## src/rtl/mp_icache_darb_pkg.sv

```systemverilog
// Shared types and sizes for the icache data-array arbiter.
// Used by mp_icache_data_arbiter.
package mp_icache_darb_pkg;

    localparam int ADDR_WIDTH   = 4;
    localparam int DATA_WIDTH   = 256;
    localparam int NUM_WMASKS   = DATA_WIDTH / 8;
    localparam int STARVE_LIMIT = 4;

    typedef logic [DATA_WIDTH-1:0] line_t;
    typedef logic [NUM_WMASKS-1:0] mask_t;
    typedef logic [ADDR_WIDTH-1:0] set_t;

    typedef enum logic [1:0] {
        OP_IDLE  = 2'd0,
        OP_READ  = 2'd1,
        OP_WRITE = 2'd2
    } darb_op_t;

endpackage

```

## src/rtl/mp_icache_data_arbiter.sv

```systemverilog
// Single-port icache data SRAM arbiter: refill write vs fetch read.
// Define ICACHE_DARB_STARVE_EN to bound fetch starvation under refill.
module mp_icache_data_arbiter
    import mp_icache_darb_pkg::*;
(
    input  logic                  clk,
    input  logic                  rst_n,
    input  logic                  fetch_valid,
    input  logic [ADDR_WIDTH-1:0] fetch_addr,
    output logic                  fetch_ready,
    output logic                  fetch_rvalid,
    output logic [DATA_WIDTH-1:0] fetch_rdata,
    input  logic                  refill_valid,
    input  logic [ADDR_WIDTH-1:0] refill_addr,
    input  logic [NUM_WMASKS-1:0] refill_wmask,
    input  logic [DATA_WIDTH-1:0] refill_wdata,
    output logic                  refill_ready,
    output logic                  sram_csb0,
    output logic                  sram_web0,
    output logic [NUM_WMASKS-1:0] sram_wmask0,
    output logic [ADDR_WIDTH-1:0] sram_addr0,
    output logic [DATA_WIDTH-1:0] sram_din0,
    input  logic [DATA_WIDTH-1:0] sram_dout0
);

    darb_op_t op;
    logic     force_fetch;
    logic     rd_pend_q;
    logic     rvalid_q;
    line_t    rdata_q;

`ifdef ICACHE_DARB_STARVE_EN
    logic [2:0] starve_cnt;
`endif

    // Grant decode and SRAM port drive; idle while reset is asserted
    always_comb begin
        op           = OP_IDLE;
        force_fetch  = 1'b0;
        fetch_ready  = 1'b0;
        refill_ready = 1'b0;
        sram_csb0    = 1'b1;
        sram_web0    = 1'b1;
        sram_wmask0  = '0;
        sram_addr0   = '0;
        sram_din0    = '0;
`ifdef ICACHE_DARB_STARVE_EN
        force_fetch = fetch_valid && (starve_cnt == 3'(STARVE_LIMIT));
`endif
        if (rst_n) begin
            if (force_fetch)
                op = OP_READ;
            else if (refill_valid)
                op = OP_WRITE;
            else if (fetch_valid)
                op = OP_READ;
        end
        unique case (op)
            OP_READ: begin
                fetch_ready = 1'b1;
                sram_csb0   = 1'b0;
                sram_addr0  = fetch_addr;
            end
            OP_WRITE: begin
                refill_ready = 1'b1;
                sram_csb0    = 1'b0;
                sram_web0    = 1'b0;
                sram_wmask0  = refill_wmask;
                sram_addr0   = refill_addr;
                sram_din0    = refill_wdata;
            end
            default: ;
        endcase
    end

    // Read pipeline: grant -> pending -> captured data with rvalid pulse
    always_ff @(posedge clk or negedge rst_n) begin
        if (!rst_n) begin
            rd_pend_q  <= 1'b0;
            rvalid_q   <= 1'b0;
            rdata_q    <= '0;
`ifdef ICACHE_DARB_STARVE_EN
            starve_cnt <= '0;
`endif
        end else begin
            rd_pend_q <= (op == OP_READ);
            rvalid_q  <= rd_pend_q;
            if (rd_pend_q)
                rdata_q <= sram_dout0;
`ifdef ICACHE_DARB_STARVE_EN
            if (!fetch_valid || fetch_ready)
                starve_cnt <= '0;
            else if (refill_valid)
                starve_cnt <= starve_cnt + 3'd1;
`endif
        end
    end

    assign fetch_rvalid = rvalid_q;
    assign fetch_rdata  = rdata_q;

endmodule
```

## config.mk

```make
export PLATFORM = sky130hd
export DESIGN_NAME = mp_icache_data_arbiter
export DESIGN_NICKNAME = d
export VERILOG_FILES = /design/src/rtl/mp_icache_darb_pkg.sv /design/src/rtl/mp_icache_data_arbiter.sv
export SDC_FILE = /design/constraint.sdc
export NUM_CORES = 1
export LEC_CHECK = 0
export ABC_CLOCK_PERIOD_IN_PS = 1750
export BUFFER_PORTS_ARGS = -buffer_cell sky130_fd_sc_hd__buf_2
export CORE_AREA = 2 2 435 437
export CTS_BUF_LIST = sky130_fd_sc_hd__clkbuf_8 sky130_fd_sc_hd__clkbuf_16
export CTS_CLUSTER_SIZE = 24
export DETAILED_ROUTE_END_ITERATION = 10
export DIE_AREA = 0 0 437 439
export PLACE_DENSITY = 0.32
export SYNTH_ARGS = -nofsm -noshare
export SYNTH_HDL_FRONTEND = slang
export SYNTH_SLANG_ARGS = --single-unit
```

## constraint.sdc

```tcl
create_clock -name clk -period 1.75 [get_ports clk]
set_input_delay 0.0875 -clock clk [delete_from_list [all_inputs] [get_ports clk]]
set_output_delay 0.0875 -clock clk [all_outputs]
set_load 0.01 [all_outputs]
```

# [After elaboration in Yosys (flattened, before gate mapping)]
# Index checks and enable logic that the tools add are counted.
[totals] reg_bits=258 output_inout_bits=553
[classes] n_eq_ne=2 mux=10 reduce_logical=1
[ops] op="256-bit 2-to-1 mux" n=1
[ops] op="32-bit 2-to-1 mux" n=1
[ops] op="4-bit one-hot mux with 2 select lines" n=1
[ops] op="1-bit 2-to-1 mux" n=5
[ops] op="2-bit 2-to-1 mux" n=2
[ops] op="2-bit by 1-bit equality test with 1-bit output (second input constant)" n=1
[ops] op="2-bit equality test (second input constant)" n=1
[ops] op="2-bit OR reduction" n=1

# [Depth between registers and ports, before layout]
# Gate-level depths: netlist (run 1).
[depth] word_depth=6 depth_mapped=7 ltp_nobuf=5

# [Worst setup path before layout (run 1)]
# No wires, ideal clock.
[synth_path] path_kind="input to output" from="input rst_n" to="output sram_din0[177]" t_arrival_ns=1.238 path_slack_ns=0.424 path_buffers=3 t_required_ns=1.662 path_stages=7 cell_sequence="nand2_1 or2_2 ha_1 buf_4 buf_4 clkbuf_1 and2_1"
[synth_between] elab_chain_cells=3
[synth_lines] element="start, declared" line="mp_icache_data_arbiter.sv:7" source="input logic rst_n,"
[synth_lines] element="2-bit 2-to-1 mux" line="mp_icache_data_arbiter.sv:50" source="if (rst_n) begin"
[synth_lines] element="2-bit equality test" line="mp_icache_data_arbiter.sv:58" source="unique case (op)"
[synth_lines] element="256-bit 2-to-1 mux" line="mp_icache_data_arbiter.sv:58"
[synth_lines] element="end, declared" line="mp_icache_data_arbiter.sv:22" source="output logic [DATA_WIDTH-1:0] sram_din0,"
# Every way passes these cells.

# [Worst setup path in the final report (run 1)]
[layout_path] from="input refill_valid" to="output sram_din0[29]"
[layout_between] elab_chain_cells=4
[layout_lines] element="start, declared" line="mp_icache_data_arbiter.sv:13" source="input logic refill_valid,"
[layout_lines] element="2-bit 2-to-1 mux" line="mp_icache_data_arbiter.sv:53" source="else if (refill_valid)"
[layout_lines] element="2-bit 2-to-1 mux" line="mp_icache_data_arbiter.sv:50"
[layout_lines] element="2-bit equality test" line="mp_icache_data_arbiter.sv:58"
[layout_lines] element="256-bit 2-to-1 mux" line="mp_icache_data_arbiter.sv:58"
# Every way passes these cells.

==> results of run 1 <==
[cell families after synthesis]
group | after synthesis | synth area share
muxes | 256 | 0.247
DFF | 258 | 0.553
AOI/OAI and AO/OA | 4 | 0.00290
buffers and inverters | 63 | 0.0375
adders and majority gates | 2 | 0.00214
and+or+nand+nor | 296 | 0.157
[synthesized netlist by cell type, types with 2 or more instances]
cell	instances
ha_1	2
mux2_2	256
inv_1	3
and2_1	288
a32oi_1	3
buf_4	5
buf_6	24
buf_2	2
nand2_1	2
nor2_1	5
dfrtp_1	258
clkbuf_1	29
[what timing repair did]
item,CTS,global route
gates resized for setup,0,1
hold buffers,257,0
endpoints found under the hold margin,319,0
setup endpoints to repair,0,3
[routing by layer]
metal / wire length, um / track usage / vias up
met5: 153 / 0 / -
met4: 4170 / 0.0402 / 24
met3: 4950 / 0.0171 / 156
met2: 68000 / 0.238 / 517
met1: 34200 / 0.101 / 6242
li1: - / - / 5703
[power breakdown]
group,total [uW],switching (uW),leakage [uW],internal [uW]
logic,6580,3530,0.00792,3050
clock network,8270,3130,0.000638,5140
registers,7920,680,0.00307,7240
[metrics by stage]
step	area, um^2	util	cells	total power (uW)	hold WS, ns
finish	24500	0.131	4819	22800	0.121
global route	24400	0.131	4797	24000	0.119
CTS	24300	0.130	4768	23500	0.0695
detailed placement	20500	0.109	4450	14400	0.171
global placement	20500	0.109	4450	14400	0.172
floorplan	11700	-	879	10300	-0.208
[area by class of cell]
| type | count | area [um^2] | area share |
|---|---|---|---|
| antenna | 51 | 128 | 0.00521 |
| inverter | 3 | 11.3 | 0.000460 |
| timing repair buffer | 1393 | 8670 | 0.354 |
| sequential | 258 | 6460 | 0.264 |
| tap | 2495 | 3120 | 0.128 |
| clock inverter | 22 | 378 | 0.0154 |
| multi-input combinational | 558 | 4790 | 0.196 |
| clock buffer | 39 | 920 | 0.0376 |
[flip-flops by register name, summed over array words and instances (netlist names)]
name	cells
fetch_rdata	256
fetch_rvalid	1
rd_pend_q	1
[placed cells by master (no fill, tap or decap)]
cell,Yosys,final
a22oi_1,1,1
a32oi_1,3,3
and2_1,288,288
buf_12,0,23
buf_2,2,1096
buf_4,5,15
buf_8,0,1
bufinv_16,0,9
clkbuf_16,0,35
clkbuf_8,0,5
clkinv_16,0,1
clkinv_2,0,4
clkinv_4,0,2
clkinvlp_4,0,2
dfrtp_1,258,257
dfrtp_4,0,1
diode_2,0,51
dlygate4sd3_1,0,257
ha_1,2,1
ha_4,0,1
inv_1,3,5
inv_6,0,2
mux2_2,256,256
nand2_1,2,2
nor2_1,5,5
or2_2,1,1
[worst max-delay path, stage by stage]
cell	delay, ns
buf_2	0.15
or2_2	0.33
ha_4	0.23
buf_12	0.18
buf_12	0.18
and2_1	0.18
buf_2	0.14
[worst max path at each step]
stage          slack, ns  cells after the start        endpoint    startpoint
2_1_floorplan       0.42                      7  sram_din0[177]         rst_n
3_3_place_gp        0.10                      8   sram_din0[74]         rst_n
3_5_place_dp        0.10                      8  sram_din0[151]         rst_n
4_1_cts             0.08                      6   sram_addr0[2]         rst_n
5_1_grt           -0.004                      6   sram_addr0[2]         rst_n
6_report            0.12                      7   sram_din0[29]  refill_valid
==> impl_results.md, run 1 <==
* Status: finished clean
* Actual slew at the worst max-slew pin at 0.657 ns
* Number of distinct library cells after synthesis at 14
* Vias in the first global route at 13000
* Drt wl/cell at 23.1 um
* Reg2Reg Launch Point: rd_pend_q$_DFF_PN0_
* DRC viols at 0
* Core ar. at 187000 um^2
* Syn Inst Count at 879
* Worst Hold Depth at 3
* Grt total ovfl at 0
* Pwr Density at 930 nW/um^2
* Worst Skew at 0.0259 ns
* Die X at 437 um
* Max-cap violations at 0
* Setup Viol. Count Final at 0
* Vias per cell at 2.62
* Min Tclk post-route at 1.63 ns
* Yosys top cell by area: dfrtp_1
* H-tree depth at 2
* Max transition margin at 0.562
* Leak pwr at 0.0116 uW
* Die Y at 439 um
* Buffer levels on the longest clock path at 3
* Routed Antenna Nets at 0
* Final setup margin at 0.117 ns
* Die ar. at 192000 um^2
* Mapped cell area at 11700 um^2
* Post-CTS setup buffer count at 0
* DR vias at 12600
* HPWL Detailed at 99000 um
* Final net count at 2806
* Mapped Avg Cell Area at 13.3 um^2
* Share of layout cells above drive strength 1 at 0.640
* Post-Place Worst Slack at 0.102 ns
* Hold endpoint: rd_pend_q$_DFF_PN0_
* Max-slew violation count at 0
* Worst setup SP type: input pin
* Largest net degree at the start of global routing at 84
* Io pins at 1109
* First-pass GRT wire length at 138000 um
* Worst-Skew Late Latency at 0.58 ns
* Setup TNS at 0 ns
* Number of flops mapped to enable cells by yosys at 0
* Starting density of the core at 0.0624
* YS warnings at 0
* Starting DRT DRC Count at 376
* Detailed Routing Iterations Pass 1 at 4
* I/O Buffers at 1108
* CTS tree: done
* Sequential area share after synthesis at 0.553
* Fin. Hold Viols at 0
* Worst IR Drop VDD at 0.566 mV
* Period utilisation layout at 0.933
* Cells on worst reg2reg path at 2
* Area contributors post-synth: dfrtp_1, mux2_2, and2_1, buf_6, clkbuf_1
* Total Wirelength at 112000 um
* Hold path start: rst_n
* Fillers at 21700
* Setup crit end kind: output pin
* Hold Crit Class: in -> reg
* Top cell type's share of synthesized area at 0.553
* GPL Wtd Cong at 0.864
* Synth Register Bits at 258
* WP data required at 1.66 ns
* Clock net sink count at 258
* Worst r2r dst: fetch_rdata[67]$_DFFE_PN0P_
* Worst Setup Path Type: in -> out
* R2R Setup Slk at 0.22 ns
* Area Overhead vs Synth at 110%
* Synth Net Count at 1437
* Clock root cell: clkbuf_16
* Crit-path max FO at 46
* Num rows at 159
* Initial antenna violation count at 70
* Ys async rst share at 1.00
* Most used DFF post-synth: dfrtp_1
* CTS Buf Count at 34
* CP Data Arrival Time at 1.55 ns
* Clock Pin Slew Worst Setup and Hold Paths at 0.06 ns
* Total track usage at 0.110
* Achievable Freq at 612 MHz
Note: power is estimated with default switching activity, not from simulation.
==> run 2, diff against run 1 <==
ABC_CLOCK_PERIOD_IN_PS = 1900   (was 1750)
CORE_AREA = 2 2 431 433   (was 2 2 435 437)
DIE_AREA = 0 0 433 435   (was 0 0 437 439)
clock period = 1.9 ns   (was 1.75 ns; I/O delays follow)
==> impl_results.md, run 2 (synthesized netlist as in run 1, its figures left out) <==
* CP max-delay cell: or2_2 (unchanged)
* Max-cap violations at 0 (unchanged)
* Worst Skew at 0.0178 ns (was 0.0259 ns)
* GPL Wtd Cong at 0.940 (was 0.864)
* Starting density of the core at 0.0634 (was 0.0624)
* Core ar. at 184000 um^2 (was 187000 um^2)
* Setup crit end kind: output pin (unchanged)
* Die X at 433 um (was 437 um)
* Grt total ovfl at 0 (unchanged)
* Placed instance area at 20300 um^2 (was 20500 um^2)
* Clock Pin Slew Worst Setup and Hold Paths at 0.06 ns (about the same)
* Achievable Freq at 565 MHz
* Worst Setup Path Type: in -> out (unchanged)
* Met1 GRT Util at 0.108 (was 0.101)
* Drt wl/cell at 21.3 um (was 23.1 um)
* Io pins at 1109 (unchanged)
* Pwr Density at 845 nW/um^2 (was 930 nW/um^2)
* Met2 Use GR at 0.200 (was 0.238)
* WP data required at 1.80 ns (was 1.66 ns)
* Setup TNS at 0 ns (unchanged)
* Total Wirelength at 102000 um (was 112000 um)
* Actual slew at the worst max-slew pin at 0.659 ns (was 0.657 ns)
* Reg2Reg Launch Point: rd_pend_q$_DFF_PN0_ (unchanged)
* CP Data Arrival Time at 1.67 ns (was 1.55 ns)
* Crit-path max FO at 112 (was 46)
* Internal power at 13900 uW (was 15400 uW)
* Max transition margin at 0.560 (was 0.562)
* Detailed Routing Iterations Pass 1 at 5 (was 4)
* Area Overhead vs Synth at 108% (was 110%)
* Routed Antenna Nets at 0 (unchanged)
* Largest net degree at the start of global routing at 113 (was 84)
* Met3 usage at 0.0227 (was 0.0171)
* CP max stage delay at 0.30 ns (was 0.33 ns)
* HPWL Detailed at 89200 um (was 99000 um)
* DR vias at 12900 (was 12600)
* Final setup margin at 0.131 ns (was 0.117 ns)
* Period utilisation layout at 0.931
* Vias per cell at 2.68 (was 2.62)
* Leak pwr at 0.0116 uW (about the same)
* Num rows at 158 (was 159)
* I/O Buffers at 1108 (unchanged)
* Max-slew violation count at 0 (unchanged)
* Commonest cells after routing, fill and taps aside: buf_2, and2_1, dfrtp_1, dlygate4sd3_1, mux2_2 (unchanged)
* Fin. Hold Viols at 0 (unchanged)
* Total track usage at 0.104 (was 0.110)
* Clock net sink count at 258 (unchanged)
* Final net count at 2805 (was 2806)
* Vias in the first global route at 13300 (was 13000)
* R2R Setup Slk at 0.35 ns (was 0.22 ns)
* Starting DRT DRC Count at 537 (was 376)
* Gr busiest metal: met2 (unchanged)
* Clock power share at 0.359 (was 0.363)
* Psw at 6620 uW (was 7340 uW)
* CTS Buf Count at 36 (was 34)
* Share of power burned in registers at 0.353 (was 0.348)
* CP Capture Point: sram_din0[20] (was sram_din0[29])
* Min Hold Slack at 0.0765 ns (was 0.121 ns)
* Die Y at 435 um (was 439 um)
* Clock root cell: clkbuf_16 (unchanged)
* Worst-Skew Late Latency at 0.58 ns (about the same)
* CTS tree: done (unchanged)
* Switching Fraction at 0.323 (was 0.322)
* Tot Pwr at 20500 uW (was 22800 uW)
* Min Tclk post-route at 1.77 ns
* Hold Crit Class: in -> reg (unchanged)
* Share of layout cells above drive strength 1 at 0.640 (about the same)
* Worst setup SP type: input pin (unchanged)
* Die ar. at 188000 um^2 (was 192000 um^2)
* Worst IR Drop VDD at 0.451 mV (was 0.566 mV)
* Combinational Power Share at 0.287 (was 0.289)
* DRC viols at 0 (unchanged)
* Setup Viol. Count Final at 0 (unchanged)
* Max reg flops at 256 (unchanged)
* Buffer levels on the longest clock path at 3 (unchanged)
* Beginning of the critical path: rst_n (was refill_valid)
* Most common cell after layout, fill and taps aside: buf_2 (unchanged)
* First-pass GRT wire length at 130000 um (was 138000 um)
* RSZ-0062 raised after global routing: false
* Cells on worst reg2reg path at 3 (was 2)
* Final Cell Area at 24300 um^2 (was 24500 um^2)
* Post-Place Worst Slack at 0.0363 ns (was 0.102 ns)
* H-tree depth at 2 (unchanged)
* Initial antenna violation count at 86 (was 70)
* Status: finished clean (unchanged)
* Worst r2r dst: fetch_rdata[235]$_DFFE_PN0P_ (was fetch_rdata[67]$_DFFE_PN0P_)
* Crit-path cells: buf_8 -> nand2_1 -> or2_2 -> ha_4 -> buf_12 -> and2_1 -> buf_2 (was buf_2 -> or2_2 -> ha_4 -> buf_12 -> buf_12 -> and2_1 -> buf_2)
[run 2: worst min-delay path by stage]
stage,slack [ns],start,cells after the start,to
finish,0.08,fetch_valid,4,rd_pend_q$_DFF_PN0_
detailed placement,0.24,rst_n,2,fetch_rdata[98]$_DFFE_PN0P_
CTS,0.01,fetch_valid,4,rd_pend_q$_DFF_PN0_
global route,0.05,fetch_valid,4,rd_pend_q$_DFF_PN0_
floorplan,-0.20,rst_n,0,fetch_rdata[0]$_DFFE_PN0P_
global placement,0.24,rst_n,2,fetch_rdata[93]$_DFFE_PN0P_
[run 2: final cells by class]
cell class	instances	area, um^2
repair buffers	1390	8490
inverters	3	11.3
flip-flops and latches	258	6460
clock buffers	46	1040
fillers	21100	160000
well taps	2480	3100
multi-input cells	558	4790
clock inverters	19	240
diodes	53	133
[run 2: what timing repair did]
action,in CTS,in global routing
resized for setup,0,2
endpoints found under the hold margin,304,0
endpoints found under the setup margin,0,48
hold buffers,257,0
setup buffers,0,1
[run 2: worst max-delay path, delay by kind of cell]
| kind | cells | cell delay [ns] |
|---|---|---|
| and+or+nand+nor | 3 | 0.63 |
| buffers and inverters | 3 | 0.48 |
| adders and majority gates | 1 | 0.29 |
[run 2: per-layer routing]
layer	up-vias	wire length, um	part of all wire
li1	5714	-	-
met1	6276	36100	0.35
met5	-	236	0.0023
met3	193	5680	0.056
met4	34	4010	0.039
met2	663	56200	0.55
[run 2: power groups by stage]
stage | registers [uW] | clock network [uW] | logic, uW
final | 7250 | 7370 | 5890
after floorplan | 7900 | 0 | 1550
after global routing | 7420 | 7910 | 6290
after CTS | 7260 | 7720 | 6120
after global placement | 7320 | 0 | 5630
after detailed placement | 7350 | 0 | 5610
[run 2: per-stage QoR]
step           std cells  utilization
2_1_floorplan        879            -
3_3_place_gp        4431        0.110
5_1_grt             4795        0.132
4_1_cts             4753        0.131
3_5_place_dp        4431        0.110
6_report            4807        0.132
